--- src/rtl/irq_source_gateway.sv ---
// Interrupt source gateway: conditions raw IRQ lines into PLIC-ready levels.
// Per source: optional 2-flop synchronizer, level pass-through or edge-pending FSM with missed-edge counter.
module irq_source_gateway #(
    parameter int                    NumSources = 30,
    parameter logic [NumSources-1:0] EdgeMask   = NumSources'(32'h0000_0780),
    parameter logic [NumSources-1:0] SyncMask   = NumSources'(32'h0000_0004),
    parameter int                    CntWidth   = 4
) (
    input  logic                           clk_i,
    input  logic                           rst_i,
    input  logic [NumSources-1:0]          irq_i,
    input  logic [NumSources-1:0]          complete_i,
    input  logic                           miss_clr_i,
    output logic [NumSources-1:0]          irq_o,
    output logic [NumSources*CntWidth-1:0] miss_cnt_o
);

    typedef enum logic {
        IDLE = 1'b0,
        PEND = 1'b1
    } pend_state_e;

    logic [NumSources-1:0] s;

    // Level sources never look at completions; keep those bits visibly consumed.
    logic unused_level_inputs;
    assign unused_level_inputs = ^(complete_i & ~EdgeMask) ^ miss_clr_i;

    for (genvar k = 0; k < NumSources; k++) begin : g_src

        if (SyncMask[k]) begin : g_sync
            logic [1:0] sync_q;

            always_ff @(posedge clk_i) begin
                if (rst_i) begin
                    sync_q <= '0;
                end else begin
                    sync_q <= {sync_q[0], irq_i[k]};
                end
            end

            assign s[k] = sync_q[1];
        end else begin : g_direct
            assign s[k] = irq_i[k];
        end

        if (EdgeMask[k]) begin : g_edge
            logic                prev_q;
            logic                rise;
            logic                inc;
            pend_state_e         state_q;
            pend_state_e         state_d;
            logic [CntWidth-1:0] cnt_q;

            assign rise = s[k] & ~prev_q;

            always_ff @(posedge clk_i) begin
                if (rst_i) begin
                    prev_q  <= 1'b0;
                    state_q <= IDLE;
                end else begin
                    prev_q  <= s[k];
                    state_q <= state_d;
                end
            end

            // A fresh edge always wins over a completion in the same cycle.
            always_comb begin
                state_d = state_q;
                inc     = 1'b0;
                case (state_q)
                    IDLE: begin
                        if (rise) begin
                            state_d = PEND;
                        end
                    end
                    PEND: begin
                        if (rise) begin
                            inc = ~complete_i[k];
                        end else if (complete_i[k]) begin
                            state_d = IDLE;
                        end
                    end
                    default: state_d = IDLE;
                endcase
            end

            always_ff @(posedge clk_i) begin
                if (rst_i || miss_clr_i) begin
                    cnt_q <= '0;
                end else if (inc && (cnt_q != '1)) begin
                    cnt_q <= cnt_q + CntWidth'(1);
                end
            end

            assign irq_o[k]                              = (state_q == PEND);
            assign miss_cnt_o[k*CntWidth +: CntWidth]    = cnt_q;
        end else begin : g_level
            logic level_q;

            always_ff @(posedge clk_i) begin
                if (rst_i) begin
                    level_q <= 1'b0;
                end else begin
                    level_q <= s[k];
                end
            end

            assign irq_o[k]                              = level_q;
            assign miss_cnt_o[k*CntWidth +: CntWidth]    = '0;
        end
    end

endmodule

--- config.mk ---
export PLATFORM = sky130hd
export DESIGN_NAME = irq_source_gateway
export DESIGN_NICKNAME = d
export VERILOG_FILES = /design/src/rtl/irq_source_gateway.sv
export SDC_FILE = /design/constraint.sdc
export NUM_CORES = 1
export LEC_CHECK = 0
export CAP_MARGIN = 20
export CORE_AREA = 5 5 90 92
export DETAILED_ROUTE_END_ITERATION = 6
export DIE_AREA = 0 0 95 97
export DONT_BUFFER_PORTS = 1
export GPL_TIMING_DRIVEN = 0
export SYNTH_ARGS = -nofsm -noshare
export SYNTH_HDL_FRONTEND = slang
export SYNTH_SLANG_ARGS = --single-unit
--- constraint.sdc ---
create_clock -name clk_i -period 1.3 [get_ports clk_i]
set_input_delay 0.195 -clock clk_i [delete_from_list [all_inputs] [get_ports clk_i]]
set_output_delay 0.195 -clock clk_i [all_outputs]
set_load 0.01 [all_outputs]
==> flow_metrics.tcl, run 1 <==
set metrics [dict create \
    synth-edff-count 0 \
    clock_latency_ns 0.29 \
    synthFlopType "dfxtp_1" \
    cpPeakStageDelay_ns 0.38 \
    place_congestion 0.759 \
    cts_htree_levels 2 \
    cap_viol_max_count 0 \
    ys_types 26 \
    hp-class "primary input to flop" \
    p_int_w 0.00240 \
    min_from "irq_i[24]" \
    p_leak_nw 1.78 \
    fin_cells 518 \
    swShare 0.251 \
    min_period_ns 1.25 \
    drt_iter0_markers 30 \
    overflow 0 \
    ant_nets 0 \
    drive_above_1_share 0.413 \
    pwr-share-comb 0.188 \
    die_x_microns 95 \
    finalHoldViolations 0 \
    ios 213 \
    timing.rr.start "g_src[9].g_edge.cnt_q[0]" \
    dp_hpwl_microns 4660 \
    synth_top_area_share 0.357 \
    first_pass_iters 4 \
    yosysMostFrequentCell "buf_4" \
    io_buffers 0 \
    wl_microns 5600 \
    slew_violations 0 \
    track_usage 0.115 \
    utilization 0.507 \
    coreArea_sq_um 7140 \
    synth.area.top_cells "dfxtp_1 (36%), buf_4 (35%), nor2b_1 (6.9%)" \
    final_nets 485 \
    post_cts_buffers 0 \
    fin_crit_sh 0.965 \
    wire_per_inst_microns 10.8 \
    cp_data_required_time_ns 1.53 \
    clockBufferDepth 2 \
    synthArstFlopShare 0 \
    synth_commonest_cells "buf_4 (135), dfxtp_1 (52), nor2b_1 (32)" \
    syn2layout_area_growth_pct 24.0 \
    power_switching_w 0.000808 \
    initial_core_util 0.408 \
    viasPerCell 3.68 \
    synth_area_sq_um 2920 \
    start_kind "flop" \
    cts.clk_slew.worst_paths_ns 0.09 \
    grt_pass1_vias 1760 \
    cp-end-kind "flop" \
    skew_ns 0.00462 \
    slowest_stage "dfxtp_4" \
    vias 1906 \
    fp.dieH_microns 97 \
    power-per-cell-area_nw_per_um2 888 \
    rsz0062_at_grt "true" \
    antenna-diode-count 0 \
    ys_seq_area_frac 0.357 \
    p_clk_frac 0.291 \
    cp-startpoint "g_src[9].g_edge.cnt_q[0]" \
    cp_max_fo 5 \
    antenna_found_initial 0 \
    run_status "completed" \
    avgSynthCellArea_sq_um 9.50 \
    dpl.cell_count 509 \
    critPathArrivalTime_ns 1.48 \
    setup_viol_count_final 0 \
    drc 0 \
    fp-row-count 31 \
    cts_tree "yes" \
    p_seq_frac 0.521 \
    cts_root_buf "clkbuf_8" \
    grt_max_degree 16 \
    cts_sinks 52 \
    synthCells 307 \
    crit_type "flop to flop" \
    yosys_warnings 0 \
    cts_buffers 5 \
    path_cells "ha_2 > and3_4 > or3_1 > a21oi_1" \
    ys_ff_latch 52 \
    dieArea_sq_um 9220 \
    final.fill_count 697 \
    grt_pass1_wl_microns 8520 \
    vdd_drop_max_mv 0.427 \
    timing.fmax_mhz 797 \
    yosysTopAreaCell "dfxtp_1" \
]
## layout by cell type (no fill, tap or decap), types with 5 or more instances in the layout
| master | count |
|---|---|
| a21oi_1 | 15 |
| buf_4 | 135 |
| clkbuf_8 | 6 |
| conb_1 | 104 |
| dfxtp_1 | 44 |
| dfxtp_4 | 5 |
| nor2b_1 | 32 |
| nor3_1 | 8 |
| o21ai_0 | 8 |
| or3_1 | 6 |
## logic make-up after synthesis
group | after synthesis | share of synthesized area
DFF | 52 | 0.357
other | 1 | 0.00129
buffers and inverters | 139 | 0.354
and+or+nand+nor | 79 | 0.207
AOI/OAI and AO/OA | 32 | 0.0635
adders and majority gates | 4 | 0.0172
## path summary, 6_finish.rpt
| kind | endpoint | slack, ns | depth (start not counted) |
|---|---|---|---|
| hold / removal | g_src[24].g_level.level_q | 0.02 | 1 |
| hold reg to reg | g_src[2].g_level.level_q | 0.44 | 1 |
| setup / recovery | g_src[9].g_edge.cnt_q[0] | 0.05 | 4 |
| setup reg to reg | g_src[9].g_edge.cnt_q[0] | 0.05 | 4 |
## power by group through the flow
| stage | clock [W] | combinational (W) | sequential [W] |
|---|---|---|---|
| finish | 0.000934 | 0.000604 | 0.00167 |
| global placement | 0 | 0.000581 | 0.00172 |
| detailed placement | 0 | 0.000584 | 0.00172 |
| floorplan | 0 | 0.000555 | 0.00171 |
| CTS | 0.000981 | 0.000591 | 0.00168 |
| global route | 0.00104 | 0.000661 | 0.00168 |
## state kept, by name (all words and copies together) (netlist names)
| register | cells |
|---|---|
| g_src.g_level.level_q | 26 |
| g_src.g_edge.state_q | 4 |
| g_src.g_edge.prev_q | 4 |
| g_src.g_edge.cnt_q | 16 |
| g_src.g_sync.sync_q | 2 |
## through the flow
step / instance area, sq um / setup TNS [ns] / worst slack, ns / hold WS, ns / power, W
finish: 3620 / 0 / 0.0457 / 0.0206 / 0.00321
global route: 3620 / -0.000108 / -0.000108 / 0.00142 / 0.00338
CTS: 3590 / 0 / 0.0153 / 0.00852 / 0.00325
detailed placement: 3430 / -0.321 / -0.112 / 0.270 / 0.00231
global placement: 3430 / -0.185 / -0.0721 / 0.269 / 0.00230
floorplan: 3300 / 0 / 0.00533 / 0.267 / 0.00227
## critical path: cells and delay by family (launching register included)
family / cells / cell delay, ns
compound gates: 1 / 0.12
fa+ha+maj: 1 / 0.20
flops: 1 / 0.38
simple gates: 2 / 0.50
## area by class of cell
cell class              instances  area (sq um)  area share
clock buffers                   7          86.3      0.0239
well taps                      99           124      0.0343
plain buffers                 139          1030       0.285
multi-input cells             219          1290       0.358
repair buffers                  1          10.0     0.00277
clock inverters                 1          7.51     0.00208
flip-flops and latches         52          1060       0.294
## layer usage
metal | routed length [microns] | track usage | part of all wire
met5 | 0 | 0 | 0
met4 | 66 | 0.0366 | 0.012
met3 | 704 | 0.0442 | 0.13
met2 | 2790 | 0.208 | 0.50
met1 | 2030 | 0.119 | 0.36
## what timing repair did
item                                    CTS  global route
pin swaps                                 0             2
endpoints found under the setup margin    7             4
resized for setup                        20             5
hold buffers                              1             0
cloned                                    0             0
hold endpoints to repair                  6             0
(Power assumes the default switching activity.)
==> run 2: changes to the inputs <==
--- a/config.mk
+++ b/config.mk
@@ -7,6 +7,7 @@
 export LEC_CHECK = 0
 export CAP_MARGIN = 20
 export CORE_AREA = 5 5 90 92
+export CTS_CLUSTER_DIAMETER = 100
 export DETAILED_ROUTE_END_ITERATION = 6
 export DIE_AREA = 0 0 95 97
 export DONT_BUFFER_PORTS = 1
==> results of run 2 <==
Same layout as run 1: the final DEF is identical, and so are final timing and power.
